===== src/rtl/frame_packer.sv =====
// frame_packer: serial-to-parallel framer for the 8-lane FFT input stage.
//
// Collects one WIDTH-bit sample per s_valid/s_ready handshake into lanes
// o1..o8 in arrival order. A frame closes after the 8th sample or on a
// sample flagged s_last. The closed frame then moves into the output
// register set. Lanes that were not filled read as zero, and cnt gives
// the number of valid lanes.
//
// Ports:
//   clk, rst_n         clock, synchronous active-low reset
//   s_data/s_valid/
//   s_last/s_ready     sample input stream (AXI-style, sender holds data)
//   o1..o8, cnt        frame lanes and valid-lane count (1..8)
//   out_valid/out_ready output frame handshake

// One lane: a collect register and an output register. The collect
// register clears on transfer, so lanes not written in a short frame
// always read as zero.
module frame_packer_lane #(
    parameter int WIDTH = 8
) (
    input  logic             clk,
    input  logic             rst_n,
    input  logic             wr,
    input  logic             xfer,
    input  logic [WIDTH-1:0] din,
    output logic [WIDTH-1:0] lane
);
    logic [WIDTH-1:0] col;

    // wr and xfer never coincide: accepts only happen while not pending,
    // and transfers only happen while pending.
    always_ff @(posedge clk) begin
        if (!rst_n)     col <= '0;
        else if (xfer)  col <= '0;
        else if (wr)    col <= din;
    end

    always_ff @(posedge clk) begin
        if (!rst_n)     lane <= '0;
        else if (xfer)  lane <= col;
    end
endmodule

module frame_packer #(
    parameter int WIDTH = 8
) (
    input  logic             clk,
    input  logic             rst_n,
    input  logic [WIDTH-1:0] s_data,
    input  logic             s_valid,
    input  logic             s_last,
    output logic             s_ready,
    output logic [WIDTH-1:0] o1,
    output logic [WIDTH-1:0] o2,
    output logic [WIDTH-1:0] o3,
    output logic [WIDTH-1:0] o4,
    output logic [WIDTH-1:0] o5,
    output logic [WIDTH-1:0] o6,
    output logic [WIDTH-1:0] o7,
    output logic [WIDTH-1:0] o8,
    output logic [3:0]       cnt,
    output logic             out_valid,
    input  logic             out_ready
);
    localparam int NUM_LANES = 8;

    typedef enum logic {
        ST_COLLECT = 1'b0,
        ST_PENDING = 1'b1
    } state_t;

    state_t                            state, state_nxt;
    logic   [2:0]                      idx;
    logic   [3:0]                      cnt_lat;
    logic                              pending;
    logic                              accept;
    logic                              close;
    logic                              xfer;
    logic   [NUM_LANES-1:0]            lane_wr;
    logic   [NUM_LANES-1:0][WIDTH-1:0] lanes;

    assign pending = (state == ST_PENDING);
    // s_ready depends only on registered state, never on s_valid/s_last.
    assign s_ready = !pending;
    assign accept  = s_valid && s_ready;
    assign close   = accept && ((idx == 3'd7) || s_last);
    // A closed frame moves out when the output slot is empty or is
    // being drained this same cycle.
    assign xfer    = pending && (!out_valid || out_ready);

    always_ff @(posedge clk) begin
        if (!rst_n) state <= ST_COLLECT;
        else        state <= state_nxt;
    end

    always_comb begin
        state_nxt = state;
        case (state)
            ST_COLLECT: if (close) state_nxt = ST_PENDING;
            ST_PENDING: if (xfer)  state_nxt = ST_COLLECT;
            default:               state_nxt = ST_COLLECT;
        endcase
    end

    // Fill index. On close it stays where it is (the count is latched
    // separately), and the transfer rewinds it to lane 0.
    always_ff @(posedge clk) begin
        if (!rst_n)                idx <= '0;
        else if (xfer)             idx <= '0;
        else if (accept && !close) idx <= idx + 3'd1;
    end

    always_ff @(posedge clk) begin
        if (!rst_n)     cnt_lat <= '0;
        else if (close) cnt_lat <= 4'(idx) + 4'd1;
    end

    // The output count follows the lanes. When the slot drains it holds
    // its last value.
    always_ff @(posedge clk) begin
        if (!rst_n)     cnt <= '0;
        else if (xfer)  cnt <= cnt_lat;
    end

    // Transfer takes priority over drain: a new frame keeps out_valid high.
    always_ff @(posedge clk) begin
        if (!rst_n)          out_valid <= 1'b0;
        else if (xfer)       out_valid <= 1'b1;
        else if (out_ready)  out_valid <= 1'b0;
    end

    for (genvar i = 0; i < NUM_LANES; i++) begin : g_lane
        assign lane_wr[i] = accept && (idx == 3'(i));

        frame_packer_lane #(.WIDTH(WIDTH)) u_lane (
            .clk  (clk),
            .rst_n(rst_n),
            .wr   (lane_wr[i]),
            .xfer (xfer),
            .din  (s_data),
            .lane (lanes[i])
        );
    end

    assign o1 = lanes[0];
    assign o2 = lanes[1];
    assign o3 = lanes[2];
    assign o4 = lanes[3];
    assign o5 = lanes[4];
    assign o6 = lanes[5];
    assign o7 = lanes[6];
    assign o8 = lanes[7];
endmodule


===== config.mk =====
export PLATFORM = sky130hd
export DESIGN_NAME = frame_packer
export DESIGN_NICKNAME = d
export VERILOG_FILES = /design/src/rtl/frame_packer.sv
export SDC_FILE = /design/constraint.sdc
export NUM_CORES = 1
export LEC_CHECK = 0
export ABC_AREA = 1
export CAP_MARGIN = 20
export CORE_AREA = 2 2 97 109
export DETAILED_ROUTE_END_ITERATION = 8
export DIE_AREA = 0 0 99 111
export GPL_TIMING_DRIVEN = 0
export PLACE_DENSITY = 0.79
export REMOVE_ABC_BUFFERS = 1
export SKIP_CTS_REPAIR_TIMING = 1
export SLEW_MARGIN = 20
export SYNTH_ARGS = -nofsm -noshare
export SYNTH_HDL_FRONTEND = slang
export SYNTH_HIERARCHICAL = 1
export SYNTH_SLANG_ARGS = --single-unit

===== constraint.sdc =====
create_clock -name clk -period 2.2 [get_ports clk]
set_input_delay 0.22 -clock clk [delete_from_list [all_inputs] [get_ports clk]]
set_output_delay 0.22 -clock clk [all_outputs]
set_load 0.1 [all_outputs]

After elaboration in Yosys (flattened, before gate mapping)
Cells that the tools add are included.
{"block": "op_classes", "addsub": 2, "n_eq_ne": 7, "mux": 5, "n_bitwise": 2, "n_reduce_logical": 20}
{"cell": "$eq A3 B3 Y1 const B", "n": 4}
{"cell": "$logic_and A1 B1 Y1", "n": 12}
{"cell": "$eq A3 B2 Y1 const B", "n": 2}
{"cell": "$add A3 B1 Y4 const B", "n": 1}
{"cell": "$mux W1", "n": 4}
{"cell": "$add A3 B1 Y3 const B", "n": 1}
{"cell": "$eq A3 B1 Y1 const B", "n": 1}
{"cell": "$logic_not A1 Y1", "n": 3}
{"cell": "$logic_not A3 Y1", "n": 1}
{"cell": "$logic_or A1 B1 Y1", "n": 2}
{"cell": "$not A1 Y1", "n": 2}
{"cell": "$pmux W1 S2", "n": 1}
{"cell": "$reduce_bool A2 Y1", "n": 1}
{"cell": "$reduce_or A2 Y1", "n": 1}
{"block": "word_totals", "ff_bits": 141, "in_bits": 13, "out_inout_bits": 70, "wordCells": 57}

Depth between registers and ports, before layout
Gate-level depths: netlist of the first run.
{"block": "depth", "depth_word": 5, "ltp_mapped": 8}

Modules after synthesis
The synthesis of the first run kept the hierarchy.
{"module": "frame_packer_lane", "n_inst": 8, "cells_each": 68, "area_per_inst_um2": 554.3}
{"module": "frame_packer", "n_inst": 1, "cells_each": 97, "area_per_inst_um2": 698.2}

Worst setup path after synthesis of the first run
No wires, ideal clock.
{"block": "synth_timing", "kind": "reg2reg", "from": "register out_valid", "to": "register g_lane[0].u_lane.col[0]", "setup_time_ns": 0.070, "arrival_ns": 2.028, "required_time_ns": 2.130, "setup_slack_ns": 0.102, "stages_incl_launch_ff": 7, "n_path_buf": 0, "period_less_slack_ns": 2.098, "cell_sequence": "dfxtp_1 nand2_1 nand2_1 inv_2 inv_4 nand2_4 a21oi_1"}
{"block": "synth_via", "elab_chain_cells": 4}
{"element": "start, declared", "line": "63", "source": "output logic out_valid,"}
{"element": "start signal, assigned", "line": "128", "source": "if (!rst_n) out_valid <= 1'b0;"}
{"element": "start signal, assigned", "line": "129", "source": "else if (xfer) out_valid <= 1'b1;"}
{"element": "start signal, assigned", "line": "130", "source": "else if (out_ready) out_valid <= 1'b0;"}
{"element": "$logic_not A1 Y1", "line": "90", "source": "assign xfer = pending && (!out_valid || out_ready);"}
{"element": "$logic_or A1 B1 Y1", "line": "90"}
{"element": "$logic_and A1 B1 Y1", "line": "90"}
{"element": "via xfer", "line": "79", "source": "logic xfer;"}
{"element": "$reduce_or A2 Y1 (no line)"}
{"element": "end signal, assigned", "line": "36", "source": "else if (wr) col <= din;"}
{"element": "end, declared", "line": "29", "source": "logic [WIDTH-1:0] col;"}
The timed path passes the listed nets, and every way through them passes these cells.
A chain may end at the register's enable or synchronous reset.

Final worst setup path of the first run
{"block": "layout_timing", "from": "register g_lane[3].u_lane.lane[2]", "to": "output o4[2]"}
{"element": "start, declared", "line": "27", "source": "output logic [WIDTH-1:0] lane"}
{"element": "start signal, assigned", "line": "41", "source": "else if (xfer) lane <= col;"}
{"element": "end, declared", "line": "57", "source": "output logic [WIDTH-1:0] o4,"}
No word-level cell between the ends.

==> results of run 1 <==
==> worst min path at each step <==
stage | from | end
floorplan | rst_n | cnt_lat[3]
global placement | g_lane[3].u_lane/col[5] | g_lane[3].u_lane/col[5]
detailed placement | g_lane[3].u_lane/col[6] | g_lane[3].u_lane/col[6]
CTS | rst_n | cnt_lat[2]
global route | rst_n | cnt_lat[1]
finish | rst_n | cnt_lat[2]
==> registers in the layout, indices dropped and copies added (netlist names) <==
signal / flops
cnt: 4
cnt_lat: 4
g_lane.u_lane/col: 64
g_lane.u_lane/lane: 64
idx: 3
out_valid: 1
pending: 1
==> cells by family (layout without fill, tap and decap cells) <==
group           count (synthesis)  count (layout)  share of synthesized area [%]
compound gates                137             137                          14.53
flops                         141             141                          55.00
buf+inv                        42             148                          3.803
fa+ha+maj                       6               6                          1.463
simple gates                  315             315                          25.21
==> metal layers <==
metal	vias up	GRT usage (%)	share of wire, %
met5	-	0	0
met2	112	38.74	49
li1	2250	-	-
met3	28	5.107	4.0
met1	2048	28.02	44
met4	0	9.406	2.3
==> power by group <==
group          total (mW)  internal [mW]  switching, mW
Sequential           2.69           2.64         0.0456
Clock                2.97           1.92           1.05
Combinational       0.914          0.197          0.717
==> cell type report <==
cell class,count,area (sq um),area share (%)
well taps,123,153.9,2.292
multi-input cells,458,2135,31.79
clock buffers,20,446.7,6.653
clock inverters,12,168.9,2.516
repair buffers,83,840.8,12.52
flip-flops and latches,141,2823,42.04
inverters,33,146.4,2.180
==> cells in the final DEF, fill, tap and decap left out <==
cell	n
dlymetal6s2s_1	1
nor2_8	1
inv_4	9
nor3_1	2
buf_4	1
nor2_4	2
ha_1	6
clkinvlp_4	2
clkbuf_8	1
clkdlybuf4s50_1	80
clkbuf_16	17
dfxtp_1	141
inv_1	15
buf_12	1
clkinv_4	1
a21oi_1	53
nand2_1	146
nand2_4	9
a21oi_2	16
o21ai_0	68
bufinv_16	4
nand3_1	4
clkinv_2	5
nor3_2	4
nor2_1	147
inv_2	9
clkbuf_1	2
==> through the flow <==
| stage | TNS [ns] | total power, mW |
|---|---|---|
| after floorplan | 0 | 3.393 |
| after detailed placement | -0.3097 | 3.648 |
| final | 0 | 6.568 |
| after global placement | -145.28 | 3.638 |
| after CTS | -0.05103 | 6.600 |
| after global routing | 0 | 6.760 |
==> metrics, run 1 <==
row cnt=39; Max Cap Viol=0; Worst slew margin=32.36%; Post-Syn Area per Cell=8.007 sq um; Slew Viols, Final=0; CTS sink cnt=about 140; Synth Flop Type=dfxtp_1; RSZ-0062 raised after global routing=false; Bufs and invs on worst path=1; worst setup margin=0.05680 ns; Placement Setup Slack=-0.04803 ns; Worst IR Drop VDD=565.7 uV; final instance area=6714 sq um; clk slew on worst S/H paths=0.06 ns; Max Freq=around 470 MHz; Register-to-Register Path Depth=7; gp weighted congestion=0.7783; Post-synth EDFFs=0; mapped cell area=5132 sq um; Post-synth ARST share=0%; status=complete, no violations; # placed instances=approximately 840; CP max FO=2; cts bufs inserted=17; port bufs=82; post-synth top area cell=dfxtp_1; synth cell count leaders=nor2_1, nand2_1, dfxtp_1; starting density of the core=51.31%; WP data arrival=1.92 ns; leak pwr=around 2.7 nW; hpwl dp=7654 um; via count=around 4,400; core area=10,000 sq um; final WL=about 12,000 um; Hold Crit Depth=3; area share of the largest cell type after synthesis=55.00%; DIE HEIGHT=around 110 um; R2R Path End=g_lane[6].u_lane/col[2]; worst setup path start=g_lane[3].u_lane/lane[2]; Fillers=782; final-report setup violation count=0; HP Class=in2reg; worst hold slack=0.2529 ns; DRT iter0 DRCs=267; routed len/inst=14.03 um; first-pass GRT wire length=20,190 um; die area=10,990 sq um; Tot GR Track Use=a little under a quarter; total gr overflow=0; Startpoint Class=register; Worst path depth=1; Longest Clk Path Bufs=2; cells taking the most area after synthesis=dfxtp_1, nor2_1, nand2_1; most frequent cell after synthesis=nor2_1; later-pin clock latency in the skew report=between 0.4 and 0.5 ns; vias per cell=slightly above 5; Worst Tran Pin Value=between 1 and 1.5 ns; Crit path max-delay family=buffers and inverters; Critical Path End Type=output pin; Critical Path Max Stage Delay=1.15 ns; final period utilization=between 90% and 100%; CTS tree=built; I/O pin total=83; setup slack, reg-to-reg=0.17 ns; width of the die=99 um; crit path to=o4[2]; Yosys warning count=6; flops & latches, synth=141; Cell variety after synth=17; Syn Inst Count=641; Area growth syn-to-layout=30.81%; Post-Route Utilization=67.12%; largest net degree at the start of global routing=77; 1st-pass router iterations=5; WS Path Type=reg2out; reg-to-reg critical path startpoint=idx[0]; CP max-delay cell=clkdlybuf4s50_1; final std cells w/o fill=870; Final Hold Fails=0; Fin Clk Skew=0.007611 ns; DP Area=6076 sq um; Seq/Total Area, Yosys=55.00%; Worst Path Required=1.98 ns; # H-tree levels=4; Pwr Density=between 900 and 1000 nW/um^2; # DRC=0; layout cell share with drive strength beyond 1=10.98%; antenna viol nets, final=0; CP Cell Sequence=clkdlybuf4s50_1; Layout Nets=753; min Tclk post-route=approximately 2.1 ns; antenna violations before repair=0; root buf cell=clkbuf_16; vias in the first global route=4,320; Antenna Cells=0
Note: power is estimated with default switching activity, not from simulation.
==> inputs of run 2 (changes only) <==
CORE_AREA = 2 2 119 133   (was 2 2 97 109)
DIE_AREA = 0 0 121 135   (was 0 0 99 111)
PLACE_DENSITY = unset   (was 0.79)
==> metrics, run 2 (synthesized netlist as in run 1, its figures left out) <==
Fin Clk Skew=0.007815 ns; CP Cell Sequence=clkdlybuf4s50_1; Layout Nets=between 700 and 800; port bufs=82; Critical Path Max Stage Delay=between 1 and 1.5 ns; RSZ-0062 raised after global routing=false; hpwl dp=a little over 8000 um; Pwr Density=947.5 nW/um^2; Crit path max-delay family=buffers and inverters; Longest Clk Path Bufs=2; Bufs and invs on worst path=1; CTS tree=built; Multi-input gate area=2140 sq um; R2R Path End=g_lane[0].u_lane/col[2]; DIE HEIGHT=135 um; reg-to-reg critical path startpoint=idx[0]; Worst Path Required=around 2.0 ns; Area growth syn-to-layout=32.45%; 1st-pass router iterations=5; layout cell share with drive strength beyond 1=11.38%; Final Hold Fails=0; # H-tree levels=4; WP data arrival=1.92 ns; HP Class=in2reg; antenna viol nets, final=0; cts bufs inserted=17; final-report setup violation count=0; Tot GR Track Use=around 16%; final period utilization=between 90% and 100%; Max Cap Viol=0; Slew Viols, Final=0; vias per cell=4.704; Worst slew margin=about a third; later-pin clock latency in the skew report=0.41 ns; Startpoint Class=register; worst setup margin=~0.055 ns; worst setup path start=g_lane[3].u_lane/lane[1]; core area=14,880 sq um; Placement Setup Slack=-0.01334 ns; largest net degree at the start of global routing=77; CP max FO=2; status=complete, no violations; antenna violations before repair=0; commonest cells after routing, fill and taps aside=nor2_1, nand2_1, dfxtp_1, clkdlybuf4s50_1, o21ai_0; DRT iter0 DRCs=~260; CP max-delay cell=clkdlybuf4s50_1; setup slack, reg-to-reg=0.23 ns; clk slew on worst S/H paths=0.06 ns; width of the die=121 um; setup tns final=0 ns; I/O pin total=83; first-pass GRT wire length=20,640 um; Worst IR Drop VDD=477.3 uV; leak pwr=between 2 and 3 nW; Fillers=1,454; final WL=12,590 um; starting density of the core=approximately 34%; root buf cell=clkbuf_16; gp weighted congestion=roughly 0.76; Worst path depth=1; WS Path Type=reg2out; final std cells w/o fill=943; routed len/inst=about 13 um; leading cell type in the layout, fill and taps excluded=nor2_1; Max Freq=466.2 MHz; vias in the first global route=4,338; Register Area=2823 sq um; Register-to-Register Path Depth=7; Antenna Cells=0; total gr overflow=0; Worst Tran Pin Value=1.011 ns; Regs by FF count=g_lane.u_lane/col (64), g_lane.u_lane/lane (64); min Tclk post-route=around 2.1 ns; crit path to=o4[1]; row cnt=47; die area=roughly 16,000 sq um; # DRC=0; via count=4,436; Critical Path End Type=output pin; CTS sink cnt=around 140; # placed instances=911
## run 2: changes by cell type in the layout (fill, tap and decap cells not counted), sizes merged
cell,before,now
clkdlybuf4s50,80,79
bufinv,4,2
inv,33,36
clkinvlp,2,3
dlymetal6s2s,1,2
clkbuf,20,18
## run 2: worst min-delay path, delay by kind of cell
kind,cells,cell delay (ns)
buffers and inverters,1,0.24
AND/OR/NAND/NOR,2,0.15
## run 2: metal layers
metal | part of all wire [%] | wire (um) | GRT usage (%)
met2 | 50 | 6303 | 27.09
met3 | 4.8 | 610 | 4.012
met1 | 44 | 5552 | 19.34
met5 | 0 | 0 | 0
met4 | 1.0 | 127 | 5.620
## run 2: worst min path at each step
stage,start,end,slack [ns],depth (start not counted)
after floorplan,rst_n,cnt_lat[3],0.34,2
final,rst_n,cnt_lat[3],0.26,3
after detailed placement,g_lane[3].u_lane/col[6],g_lane[3].u_lane/col[6],0.45,2
after global routing,rst_n,cnt_lat[3],0.27,3
after CTS,rst_n,cnt_lat[3],0.24,3
after global placement,g_lane[3].u_lane/col[6],g_lane[3].u_lane/col[6],0.45,2
## run 2: through the flow
| step | power, mW | cell area, sq um | hold WS [ns] | utilization (%) |
|---|---|---|---|---|
| 2_1_floorplan | 3.393 | 5081 | 0.3404 | - |
| 3_3_place_gp | 3.649 | 6147 | 0.4491 | 41.32 |
| 3_5_place_dp | 3.657 | 6167 | 0.4537 | 41.45 |
| 4_1_cts | 6.516 | 6768 | 0.2390 | 45.49 |
| 5_1_grt | 6.669 | 6798 | 0.2682 | 45.69 |
| 6_report | 6.441 | 6798 | 0.2567 | 45.69 |
## run 2: where the power goes
group	switching [mW]	internal [mW]
Combinational	0.717	0.197
Sequential	0.0464	2.64
Clock	1.12	1.72
Total	1.89	4.56
## run 2: final cells by class
cell class / count / area share [%]
Clock buffer: 18 / 6.461
Clock inverter: 14 / 2.374
Inverter: 33 / 2.154
Multi-Input combinational cell: 458 / 31.47
Sequential cell: 141 / 41.52
Tap cell: 196 / 3.608
Timing Repair Buffer: 83 / 12.41
